==> config.mk <==
export PLATFORM = sky130hd
export DESIGN_NAME = prot_block_rot_seq_flat
export DESIGN_NICKNAME = d
export VERILOG_FILES = /design/src/rtl/prot_block_rot_seq_if.sv /design/src/rtl/prot_block_rot_seq.sv /design/src/flat_wrapper.sv
export SDC_FILE = /design/constraint.sdc
export NUM_CORES = 1
export LEC_CHECK = 0
export BUFFER_PORTS_ARGS = -buffer_cell sky130_fd_sc_hd__buf_2
export CAP_MARGIN = 40
export CORE_AREA = 5 5 75 77
export DETAILED_ROUTE_END_ITERATION = 10
export DIE_AREA = 0 0 80 82
export GPL_TIMING_DRIVEN = 0
export PLACE_DENSITY = 0.77
export SETUP_SLACK_MARGIN = 0.5
export SYNTH_ARGS = -nofsm -noshare
export SYNTH_HDL_FRONTEND = slang
export SYNTH_SLANG_ARGS = --single-unit
==> constraint.sdc <==
create_clock -name clk -period 2.9 [get_ports clk]
set_input_delay 0.145 -clock clk [delete_from_list [all_inputs] [get_ports clk]]
set_output_delay 0.145 -clock clk [all_outputs]
set_load 0.01 [all_outputs]
==> src/rtl/prot_block_rot_seq_if.sv <==
`default_nettype none
// ============================================================================
//  Module      : prot_block_rot_seq_if
//  Description : Signal bundle for the protected-block rot-N sequencer:
//                start/length, license handshake, input and output streams,
//                and status. master = controlling side, slave = sequencer.
//  Revision    : 1.0  initial release
// ============================================================================
interface prot_block_rot_seq_if #(
  parameter int LEN_W = 16
) ();
  logic             start;
  logic [LEN_W-1:0] byte_count;
  logic             lic_req;
  logic             lic_ack;
  logic [7:0]       lic_val;
  logic             in_valid;
  logic [7:0]       in_data;
  logic             in_ready;
  logic             out_valid;
  logic [7:0]       out_data;
  logic             out_last;
  logic             out_ready;
  logic             busy;
  logic             done;
  logic             err;

  modport master (
    output start, byte_count, lic_ack, lic_val, in_valid, in_data, out_ready,
    input  lic_req, in_ready, out_valid, out_data, out_last, busy, done, err
  );

  modport slave (
    input  start, byte_count, lic_ack, lic_val, in_valid, in_data, out_ready,
    output lic_req, in_ready, out_valid, out_data, out_last, busy, done, err
  );
endinterface
`default_nettype wire

==> src/rtl/prot_block_rot_seq.sv <==
`default_nettype none
// ============================================================================
//  Module      : prot_block_rot_seq
//  Description : Protected-envelope block sequencer. Runs a license handshake
//                on start, then streams byte_count bytes through a rot-N
//                Caesar decoder with a one-entry output register.
//                Optional feature macro: PROT_LIC_TMO_EN (license-wait timeout).
//  Revision    : 1.0  initial release
// ============================================================================
module prot_block_rot_seq #(
  parameter int LEN_W     = 16,
  parameter int ROT       = 13,
  parameter int LIC_MATCH = 42,
  parameter int LIC_TMO   = 255
) (
  input  logic                  clk,
  input  logic                  rst,
  prot_block_rot_seq_if.slave   bus
);

  typedef enum logic [2:0] {
    S_IDLE     = 3'd0,
    S_LIC_REQ  = 3'd1,
    S_LIC_WAIT = 3'd2,
    S_STREAM   = 3'd3,
    S_DRAIN    = 3'd4,
    S_DONE     = 3'd5,
    S_ERR      = 3'd6
  } state_t;

  // Backward shift expressed as a forward add keeps the arithmetic unsigned.
  localparam logic [7:0] c_BACK  = 8'(26 - ROT);
  localparam logic [7:0] c_MATCH = 8'(LIC_MATCH);

  state_t           r_state;
  state_t           w_state_nxt;
  logic [LEN_W-1:0] r_remain;
  logic             r_out_valid;
  logic [7:0]       r_out_data;
  logic             r_out_last;
  logic             r_err;
  logic             w_in_ready;
  logic             w_in_hs;
  logic             w_start_ok;
  logic             w_tmo;

  function automatic logic [7:0] f_rot_dec(input logic [7:0] b);
    logic [7:0] v;
    v = b;
    if (b >= 8'h41 && b <= 8'h5A) begin
      v = b - 8'h41 + c_BACK;
      if (v >= 8'd26) v = v - 8'd26;
      v = v + 8'h41;
    end else if (b >= 8'h61 && b <= 8'h7A) begin
      v = b - 8'h61 + c_BACK;
      if (v >= 8'd26) v = v - 8'd26;
      v = v + 8'h61;
    end
    return v;
  endfunction

  assign w_start_ok = (r_state == S_IDLE) && bus.start;
  assign w_in_ready = (r_state == S_STREAM) && (!r_out_valid || bus.out_ready);
  assign w_in_hs    = w_in_ready && bus.in_valid;

`ifdef PROT_LIC_TMO_EN
  localparam int c_TMO_W = (LIC_TMO > 1) ? $clog2(LIC_TMO) : 1;

  logic [c_TMO_W-1:0] r_tmo_cnt;

  // Count license-wait cycles without an ack; restarts whenever LIC_WAIT is left.
  always_ff @(posedge clk) begin
    if (rst || r_state != S_LIC_WAIT) begin
      r_tmo_cnt <= '0;
    end else if (!bus.lic_ack) begin
      r_tmo_cnt <= r_tmo_cnt + 1'b1;
    end
  end

  // An ack arriving on the expiry cycle takes precedence over the timeout.
  assign w_tmo = (r_state == S_LIC_WAIT) && !bus.lic_ack &&
                 (r_tmo_cnt == c_TMO_W'(LIC_TMO - 1));
`else
  assign w_tmo = 1'b0;
`endif

  // State register.
  always_ff @(posedge clk) begin
    if (rst) r_state <= S_IDLE;
    else     r_state <= w_state_nxt;
  end

  // Next-state decode for the license / stream / drain sequence.
  always_comb begin
    w_state_nxt = r_state;
    unique case (r_state)
      S_IDLE:     if (bus.start) w_state_nxt = S_LIC_REQ;
      S_LIC_REQ:  w_state_nxt = S_LIC_WAIT;
      S_LIC_WAIT: begin
        if (bus.lic_ack) begin
          if (bus.lic_val == c_MATCH)
            w_state_nxt = (r_remain == '0) ? S_DRAIN : S_STREAM;
          else
            w_state_nxt = S_ERR;
        end else if (w_tmo) begin
          w_state_nxt = S_ERR;
        end
      end
      S_STREAM:   if (w_in_hs && r_remain == LEN_W'(1)) w_state_nxt = S_DRAIN;
      S_DRAIN:    if (!r_out_valid) w_state_nxt = S_DONE;
      S_DONE:     w_state_nxt = S_IDLE;
      S_ERR:      w_state_nxt = S_IDLE;
      default:    w_state_nxt = S_IDLE;
    endcase
  end

  // Remaining-byte counter: loaded on an accepted start, decremented per input beat.
  always_ff @(posedge clk) begin
    if (rst) begin
      r_remain <= '0;
    end else if (w_start_ok) begin
      r_remain <= bus.byte_count;
    end else if (w_in_hs) begin
      r_remain <= r_remain - 1'b1;
    end
  end

  // One-entry output register; holds its beat while the consumer stalls.
  always_ff @(posedge clk) begin
    if (rst) begin
      r_out_valid <= 1'b0;
      r_out_data  <= 8'h00;
      r_out_last  <= 1'b0;
    end else if (w_in_hs) begin
      r_out_valid <= 1'b1;
      r_out_data  <= f_rot_dec(bus.in_data);
      r_out_last  <= (r_remain == LEN_W'(1));
    end else if (bus.out_ready) begin
      r_out_valid <= 1'b0;
      r_out_last  <= 1'b0;
    end
  end

  // Sticky error: set on license mismatch/timeout, cleared by the next accepted start.
  always_ff @(posedge clk) begin
    if (rst) begin
      r_err <= 1'b0;
    end else if (w_start_ok) begin
      r_err <= 1'b0;
    end else if (r_state == S_LIC_WAIT && w_state_nxt == S_ERR) begin
      r_err <= 1'b1;
    end
  end

  // lic_req covers LIC_REQ so it rises the cycle after start.
  assign bus.lic_req   = (r_state == S_LIC_REQ) || (r_state == S_LIC_WAIT);
  assign bus.in_ready  = w_in_ready;
  assign bus.out_valid = r_out_valid;
  assign bus.out_data  = r_out_data;
  assign bus.out_last  = r_out_last;
  assign bus.busy      = (r_state != S_IDLE);
  assign bus.done      = (r_state == S_DONE);
  assign bus.err       = r_err;

endmodule
`default_nettype wire

==> src/flat_wrapper.sv <==
// flat-port wrapper written by rule: the top's interface ports become plain ports
module prot_block_rot_seq_flat 
#(
  parameter int LEN_W     = 16,
  parameter int ROT       = 13,
  parameter int LIC_MATCH = 42,
  parameter int LIC_TMO   = 255
)
  (clk, rst, bus_start, bus_byte_count, bus_lic_ack, bus_lic_val, bus_in_valid, bus_in_data, bus_out_ready, bus_lic_req, bus_in_ready, bus_out_valid, bus_out_data, bus_out_last, bus_busy, bus_done, bus_err);
  prot_block_rot_seq_if #(.LEN_W(LEN_W)) bus_i ();
  input  logic clk;
  input  logic rst;
  input wire logic [$bits(bus_i.start)-1:0] bus_start;
  input wire logic [$bits(bus_i.byte_count)-1:0] bus_byte_count;
  input wire logic [$bits(bus_i.lic_ack)-1:0] bus_lic_ack;
  input wire logic [$bits(bus_i.lic_val)-1:0] bus_lic_val;
  input wire logic [$bits(bus_i.in_valid)-1:0] bus_in_valid;
  input wire logic [$bits(bus_i.in_data)-1:0] bus_in_data;
  input wire logic [$bits(bus_i.out_ready)-1:0] bus_out_ready;
  output wire logic [$bits(bus_i.lic_req)-1:0] bus_lic_req;
  output wire logic [$bits(bus_i.in_ready)-1:0] bus_in_ready;
  output wire logic [$bits(bus_i.out_valid)-1:0] bus_out_valid;
  output wire logic [$bits(bus_i.out_data)-1:0] bus_out_data;
  output wire logic [$bits(bus_i.out_last)-1:0] bus_out_last;
  output wire logic [$bits(bus_i.busy)-1:0] bus_busy;
  output wire logic [$bits(bus_i.done)-1:0] bus_done;
  output wire logic [$bits(bus_i.err)-1:0] bus_err;
  assign bus_i.start = bus_start;
  assign bus_i.byte_count = bus_byte_count;
  assign bus_i.lic_ack = bus_lic_ack;
  assign bus_i.lic_val = bus_lic_val;
  assign bus_i.in_valid = bus_in_valid;
  assign bus_i.in_data = bus_in_data;
  assign bus_i.out_ready = bus_out_ready;
  assign bus_lic_req = bus_i.lic_req;
  assign bus_in_ready = bus_i.in_ready;
  assign bus_out_valid = bus_i.out_valid;
  assign bus_out_data = bus_i.out_data;
  assign bus_out_last = bus_i.out_last;
  assign bus_busy = bus_i.busy;
  assign bus_done = bus_i.done;
  assign bus_err = bus_i.err;
  prot_block_rot_seq #(.LEN_W(LEN_W), .ROT(ROT), .LIC_MATCH(LIC_MATCH), .LIC_TMO(LIC_TMO)) u_core (.clk(clk), .rst(rst), .bus(bus_i));
endmodule
==> key figures, run 1 <==
Routing
  • Top metal layer carrying routed signals: met4
  • Wire length per cell after detailed routing: 15.0 µm
  • Ratio of routed vias to standard cells: 5.92
  • Wire length on met2: 3180 µm
  • Met1 layer wirelength in the final routing: 3370 µm
  • Detail Route met3 WL: about 560 µm
  • Number of nets with antenna violations after routing: 0
  • First drt pass iteration count: 7
  • Drt drc: 0
  • Via count: around 2800
  • Iteration-0 DRC Markers: 210
  • Wirelength, routed: approximately 7000 µm

Placement
  • Routability-driven placement congestion ratio: 0.889
  • Quantity of I/O buffers inserted on ports: 50
  • DPL Wire Length: 5300 µm
  • Post-Place Worst Slack: -0.0552 ns
  • Cell total after placement: 460
  • Cell area after placement: 2950 µm²

Critical path
  • Critical R2R Launch: u_core.r_remain[2]
  • Cells on worst reg2reg path: 6
  • Kind of start point of the critical path: input port
  • Critical Path RT: between 3 and 4 ns
  • Setup slack on the worst flop-to-flop path: around 0.65 ns
  • Critical path start-end classification: input port to flip-flop
  • Crit path cell chain: buf_2, buf_6, clkinvlp_4, ha_4, buf_6, and2_1, nor3_2, nand2_2, xnor2_1, ha_2, and3_1, mux2i_1, mux2i_1, a211o_1, nand2_1
  • Slowest CP cell: sky130_fd_sc_hd__mux2i_1
  • Worst R2R End: u_core.r_state[2]
  • Data arrival time of the critical path: 2.48 ns
  • Crit-path max cell delay: 0.25 ns
  • Crit Path Max Fanout: 10
  • Category of the worst setup path capture point: flip-flop

Timing
  • Setup repair after global routing missed its margin: true
  • Number of endpoints failing setup at the final stage: 0
  • Final WS setup: approximately 0.61 ns
  • Portion of the clock cycle consumed by the worst path in the final layout: 0.790
  • Worst hold margin: 0.119 ns
  • Clock skew: 0.00333 ns
  • Hold Vio Cnt, Final: 0
  • Pin slew with the least headroom to its limit: approximately 0.52 ns
  • Worst slew margin relative to its limit: 0.651
  • Fmax: 0.436 GHz
  • Post-layout minimum cycle time: 2.29 ns
  • Count of pins over their slew limit: 0

Global route
  • Global-route wire length before repair: 11600 µm
  • Initial antenna violation count: 0
  • Number of global-route vias before repair: between 2000 and 2500
  • Maximum number of pins on one net before global-route repair: 11
  • GRT Total Usage: 0.221
  • Total global routing overflow: 0

Layout
  • Area of the multi-input gates: 1930 µm²
  • Final Core Density: 0.640
  • Non-filler instance count after layout: approximately 480
  • Sequential cell area: about 600 µm²
  • # nets final: roughly 450
  • Layout Area Growth over Synthesis: 21.9%
  • Final standard cell area without fillers: 3160 µm²
  • ANT cells: 0
  • FILL cells: about 470
  • Layout cell share with drive strength beyond 1: 0.236

Min path
  • Worst hold path class: input port to flip-flop
  • Hold wc startpoint: bus_byte_count[15]
  • Hold worst-path end: u_core.r_remain[15]
  • Hold depth: 3

Pwr
  • Power per standard cell area: 398 nW/µm²
  • Static Leak: approximately 1.3 nW
  • Worst voltage drop across the vdd grid: 0.000219 V

Synthesis
  • Sequential area share after synthesis: 0.231
  • Cell count after synthesis: 340
  • Seq cells post-synth: 30
  • Number of unique standard cell types used by synthesis: 64
  • Largest cells by area after synthesis: sky130_fd_sc_hd__dfxtp_1 23%, sky130_fd_sc_hd__nor2_1 5.8%, sky130_fd_sc_hd__xnor2_1 5.7%
  • Asr flop ratio synth: 0
  • Most numerous cell in the Yosys netlist: sky130_fd_sc_hd__nor2_1
  • Total nets after synthesis: 389
  • Fraction of post-synthesis cell area in the top cell type by area: 0.231
  • Average size of a mapped cell: 7.64 µm²
  • Main synth FF type: sky130_fd_sc_hd__dfxtp_1
  • Count of flip-flops with a built-in enable after synthesis: 0
  • Synth warnings: 0
  • Top post-synthesis cells by count: 40 x sky130_fd_sc_hd__nor2_1, 30 x sky130_fd_sc_hd__dfxtp_1, 24 x sky130_fd_sc_hd__a21oi_1, 17 x sky130_fd_sc_hd__xnor2_1, 16 x sky130_fd_sc_hd__nand2_1
  • Post-Syn Area: between 2000 and 3000 µm²
  • Dominant cell type by area after synthesis: sky130_fd_sc_hd__dfxtp_1

CTS
  • Root buffer selected by CTS: sky130_fd_sc_hd__clkbuf_8
  • CTS clock-pin slew for the worst setup and hold paths: 0.06 ns
  • Count of hold buffers inserted by post-cts repair: 0
  • Clock sink total: 30
  • Number of CTS-inserted buffers: 5
  • Maximum clock insertion buffer count: 2
  • Maximum level of the CTS H-tree: 2
  • Clock latency on the worst-skew pair: 0.29 ns
  • CTS tree: yes

Die
  • Placeable core region: ~5000 µm²
  • Horizontal extent of the die: 80 µm
  • Top Ports: 53
  • Height of the die: around 82 µm
  • Starting utilization of the core area: 0.525
  • Number of core rows: 26
  • Total die area: 6560 µm²

Job
  • Max_cap viols: 0

Outcome
  • Run status: complete, no violations
==> power breakdown <==
part           internal [W]  switching, W  leakage [nW]
combinational      0.000178      0.000239         0.996
sequential         0.000447     0.0000408         0.246
clock              0.000191      0.000163        0.0482
==> sequential cells by signal, summed over array words and instances (netlist names) <==
name	cells
u_core.r_remain	16
u_core.bus.out_valid	1
u_core.bus.err	1
u_core.bus.out_data	8
u_core.bus.out_last	1
u_core.r_state	3
==> metrics by stage <==
step / power (W) / TNS [ns]
after floorplan: 0.000771 / 0
after global placement: 0.000872 / -0.113
after detailed placement: 0.000878 / -0.0875
after CTS: 0.00124 / 0
after global routing: 0.00133 / 0
final: 0.00126 / 0
==> metal layers <==
metal | global-route usage | vias up
met5 | 0 | -
met4 | 0.0507 | 0
met3 | 0.0493 | 8
met2 | 0.332 | 106
met1 | 0.320 | 1307
li1 | - | 1397
==> how the worst max path moves through the flow <==
stage,end,slack (ns),cells past startpoint,start
floorplan,u_core.bus.out_data[4],0.52,14,bus_in_data[2]
global placement,u_core.bus.out_data[6],-0.06,15,bus_in_data[2]
detailed placement,u_core.bus.out_data[6],-0.06,15,bus_in_data[2]
CTS,u_core.bus.out_data[4],0.54,15,bus_in_data[2]
global route,u_core.bus.out_data[4],0.47,15,bus_in_data[2]
finish,u_core.bus.out_data[4],0.61,15,bus_in_data[2]
==> logic make-up (layout without fill, tap and decap cells) <==
kind of cell	after synthesis	in the layout	share of synthesized area
xor gates and xnor gates	23	23	0.0776
and+or+nand+nor	140	140	0.307
DFF	30	30	0.231
muxes	7	7	0.0270
AOI/OAI and AO/OA	98	98	0.253
buffers and inverters	31	97	0.0501
adders and majority gates	11	11	0.0530
==> area by class of cell <==
class | count | area share
timing repair buffer | 58 | 0.0981
sequential | 30 | 0.190
multi-input combinational | 279 | 0.611
clock buffer | 7 | 0.0273
inverter | 11 | 0.0142
tap | 70 | 0.0277
clock inverter | 1 | 0.00158
buffer | 20 | 0.0304
==> cells in the final DEF, fill, tap and decap left out, types with 11 or more instances in the layout <==
master	count
sky130_fd_sc_hd__o21ai_0	14
sky130_fd_sc_hd__nand2_1	14
sky130_fd_sc_hd__xnor2_1	16
sky130_fd_sc_hd__dfxtp_1	30
sky130_fd_sc_hd__a21oi_1	23
sky130_fd_sc_hd__nor3_1	11
sky130_fd_sc_hd__buf_2	54
sky130_fd_sc_hd__clkbuf_1	12
sky130_fd_sc_hd__a211oi_1	13
sky130_fd_sc_hd__nor2_1	38
==> worst max-delay path: cells and delay by family <==
kind / cells / cell delay, ns
AO/OA/AOI/OAI: 1 / 0.15
XOR/XNOR: 1 / 0.15
adder cells (fa/ha/maj): 2 / 0.39
buffers and inverters: 4 / 0.48
multiplexers: 2 / 0.42
AND/OR/NAND/NOR: 5 / 0.76
==> what timing repair did <==
action,CTS,global route
endpoints found under the hold margin,0,0
setup buffers,3,5
pin swaps,1,6
setup endpoints to repair,4,7
resized for setup,8,9
(Power assumes the default switching activity.)
==> inputs of run 2 (changes only) <==
--- a/config.mk
+++ b/config.mk
@@ -5,13 +5,14 @@
 export SDC_FILE = /design/constraint.sdc
 export NUM_CORES = 1
 export LEC_CHECK = 0
+export ABC_AREA = 1
 export BUFFER_PORTS_ARGS = -buffer_cell sky130_fd_sc_hd__buf_2
 export CAP_MARGIN = 40
 export CORE_AREA = 5 5 75 77
 export DETAILED_ROUTE_END_ITERATION = 10
 export DIE_AREA = 0 0 80 82
 export GPL_TIMING_DRIVEN = 0
-export PLACE_DENSITY = 0.77
+export PLACE_DENSITY = 0.78
 export SETUP_SLACK_MARGIN = 0.5
 export SYNTH_ARGS = -nofsm -noshare
 export SYNTH_HDL_FRONTEND = slang
==> constraint.sdc (replaced) <==
create_clock -name clk -period 2.2 [get_ports clk]
set_input_delay 0.11 -clock clk [delete_from_list [all_inputs] [get_ports clk]]
set_output_delay 0.11 -clock clk [all_outputs]
set_load 0.01 [all_outputs]
==> run 2 against run 1 <==
  * Count of clock-buffer cells in the layout unchanged
  * Synthesized area is 1.5% higher
  * Via count grew 15%
  * Register-to-register slack got worse by 0.19 ns
  * Clock skew increased by 0.0057 ns
  * Highest routed layer unchanged
  * Largest cell class unchanged
==> key figures, run 2 <==
Global route
  • Initial antenna violation count: 0
  • Number of global-route vias before repair: 2786
  • Total global routing overflow: 0
  • GRT Total Usage: 0.236
  • Maximum number of pins on one net before global-route repair: 11
  • Global-route wire length before repair: 12500 µm

CTS
  • Root buffer selected by CTS: sky130_fd_sc_hd__clkbuf_8
  • CTS tree: yes
  • Maximum clock insertion buffer count: 2
  • Clock latency on the worst-skew pair: 0.29 ns
  • CTS clock-pin slew for the worst setup and hold paths: 0.07 ns
  • Clock sink total: 30
  • Number of CTS-inserted buffers: 5
  • Maximum level of the CTS H-tree: 2

Pwr
  • Worst voltage drop across the vdd grid: 0.000379 V
  • Static Leak: 1.86 nW
  • Power per standard cell area: about 560 nW/µm²
  • Overall power: 0.00213 W

Synthesis
  • Post-Syn Area: 2640 µm²
  • Main synth FF type: sky130_fd_sc_hd__dfxtp_1
  • Largest cells by area after synthesis: sky130_fd_sc_hd__dfxtp_1 23%, sky130_fd_sc_hd__nand2_1 15%, sky130_fd_sc_hd__nand3_1 8.5%
  • Seq cells post-synth: 30
  • Cell count after synthesis: 430
  • Top post-synthesis cells by count: 107 x sky130_fd_sc_hd__nand2_1, 53 x sky130_fd_sc_hd__inv_1, 45 x sky130_fd_sc_hd__nand3_1, 43 x sky130_fd_sc_hd__nor2_1, 30 x sky130_fd_sc_hd__dfxtp_1
  • Most numerous cell in the Yosys netlist: sky130_fd_sc_hd__nand2_1
  • Asr flop ratio synth: 0
  • Count of flip-flops with a built-in enable after synthesis: 0
  • Number of unique standard cell types used by synthesis: between 40 and 50
  • Total nets after synthesis: 479
  • Fraction of post-synthesis cell area in the top cell type by area: 0.228
  • Average size of a mapped cell: around 6.1 µm²
  • Synth warnings: 0
  • Sequential area share after synthesis: 0.228
  • Dominant cell type by area after synthesis: sky130_fd_sc_hd__dfxtp_1

Timing
  • Clock skew: 0.00899 ns
  • Worst hold margin: 0.0608 ns
  • Post-Route Setup TNS: 0 ns
  • Pin slew with the least headroom to its limit: 0.550 ns
  • Portion of the clock cycle consumed by the worst path in the final layout: 0.811
  • Post-layout minimum cycle time: 1.78 ns
  • Hold Vio Cnt, Final: 0
  • Worst slew margin relative to its limit: 0.634
  • Fmax: between 0.5 and 0.6 GHz
  • Setup repair after global routing missed its margin: true
  • Count of pins over their slew limit: 0
  • Number of endpoints failing setup at the final stage: 0

Layout
  • ANT cells: 0
  • Register containing the most flip-flops in the final layout: u_core.r_remain
  • Layout Area Growth over Synthesis: 43.8%
  • Area of the multi-input gates: 2140 µm²
  • Layout cell share with drive strength beyond 1: 0.411
  • Highest-count cells in the layout ignoring fill and taps: 92 x sky130_fd_sc_hd__nand2_1, 50 x sky130_fd_sc_hd__buf_2, 38 x sky130_fd_sc_hd__buf_4, 36 x sky130_fd_sc_hd__inv_1, 32 x sky130_fd_sc_hd__nand3_1
  • Final standard cell area without fillers: 3790 µm²
  • Leading cell type in the layout, fill and taps excluded: sky130_fd_sc_hd__nand2_1
  • Flip-flop count of the largest register after layout: 16
  • FILL cells: 358
  • Sequential cell area: between 600 and 700 µm²
  • Final Core Density: 0.767
  • # nets final: 574

Routing
  • First drt pass iteration count: 4
  • Iteration-0 DRC Markers: 176
  • Via count: between 3000 and 4000
  • Drt drc: 0
  • Ratio of routed vias to standard cells: approximately 5.4
  • Wirelength, routed: ~8400 µm
  • Wire length per cell after detailed routing: 14.1 µm
  • Number of nets with antenna violations after routing: 0

Outcome
  • Run status: complete, no violations

Die
  • Horizontal extent of the die: 80 µm
  • Total die area: 6560 µm²
  • Placeable core region: 4940 µm²
  • Height of the die: 82 µm
  • Top Ports: 53
  • Starting utilization of the core area: 0.533
  • Number of core rows: 26

Placement
  • Routability-driven placement congestion ratio: 0.918
  • DPL Wire Length: roughly 5600 µm
  • Cell area after placement: 3050 µm²
  • Quantity of I/O buffers inserted on ports: 51

Min path
  • Worst hold path class: input port to flip-flop
  • Hold wc startpoint: rst

Critical path
  • Critical R2R Launch: u_core.r_remain[11]
  • Crit Path Max Fanout: 6
  • Worst setup startpoint: bus_in_data[3]
  • Kind of start point of the critical path: input port
  • Data arrival time of the critical path: around 2 ns
  • Category of the worst setup path capture point: flip-flop
  • Critical Path RT: 2.38 ns
  • Critical path start-end classification: input port to flip-flop

Job
  • Max_cap viols: 0
-- run 2: final timing paths --
path                                          endpoint  slack (ns)  cells after the start
worst max register to register          u_core.bus.err        0.46                     12
worst min register to register      u_core.r_remain[7]        0.47                      2
worst min-delay path                u_core.r_remain[0]        0.06                      2
worst max-delay path            u_core.bus.out_data[2]        0.42                     18
-- run 2: area by class of cell --
class,instances,area share
clock buffers,7,0.0228
well taps,70,0.0231
repair buffers,88,0.146
multi-input cells,335,0.565
clock inverters,1,0.00132
inverters,55,0.0594
plain buffers,10,0.0185
flip-flops and latches,30,0.163
-- run 2: timing repair --
item	in CTS	in global routing
cloned	0	0
endpoints found under the setup margin	24	26
gates resized for setup	31	89
setup buffers	16	21
pin swaps	17	47
hold buffers	0	0
-- run 2: layer usage --
metal / vias to the layer above / share of wire / global-route usage
met4: 0 / 0.017 / 0.0490
met2: 163 / 0.49 / 0.409
li1: 1606 / - / -
met5: - / 0 / 0
met3: 15 / 0.080 / 0.0461
met1: 1454 / 0.42 / 0.303
-- run 2: report_power, final --
part           leakage, nW  switching, W  internal (W)  total (W)
Combinational         1.56      0.000603      0.000421    0.00102
Sequential           0.249     0.0000488      0.000591   0.000639
Clock               0.0482      0.000211      0.000252   0.000463
-- run 2: metrics by stage --
stage               setup WS [ns]  std cells
floorplan                   0.345        430
global placement           -0.113        551
detailed placement         -0.157        551
CTS                         0.443        575
global route                0.303        596
finish                      0.415        596
-- run 2: cells by family (layout without fill, tap and decap cells) --
logic type      after synthesis  in the layout  synth area share
compound gates               70             70             0.158
xor+xnor                      9              9            0.0299
fa+ha+maj                    11             11            0.0522
flops                        30             30             0.228
buf+inv                      65            161            0.0997
simple gates                245            245             0.432
-- run 2: critical path: stages --
cell and delay, ns:
sky130_fd_sc_hd__buf_4 0.15, sky130_fd_sc_hd__inv_4 0.06, sky130_fd_sc_hd__ha_4 0.17, sky130_fd_sc_hd__inv_6 0.06, sky130_fd_sc_hd__nand2_8 0.07, sky130_fd_sc_hd__nand2_2 0.05
sky130_fd_sc_hd__nand2_2 0.07, sky130_fd_sc_hd__nand2_2 0.09, sky130_fd_sc_hd__nor2_4 0.16, sky130_fd_sc_hd__nand2_4 0.07, sky130_fd_sc_hd__buf_6 0.13, sky130_fd_sc_hd__nand2_1 0.07
sky130_fd_sc_hd__nand2_2 0.10, sky130_fd_sc_hd__or2_0 0.23, sky130_fd_sc_hd__nand3_1 0.10, sky130_fd_sc_hd__o2111ai_2 0.12, sky130_fd_sc_hd__nand2_1 0.10, sky130_fd_sc_hd__inv_1 0.04
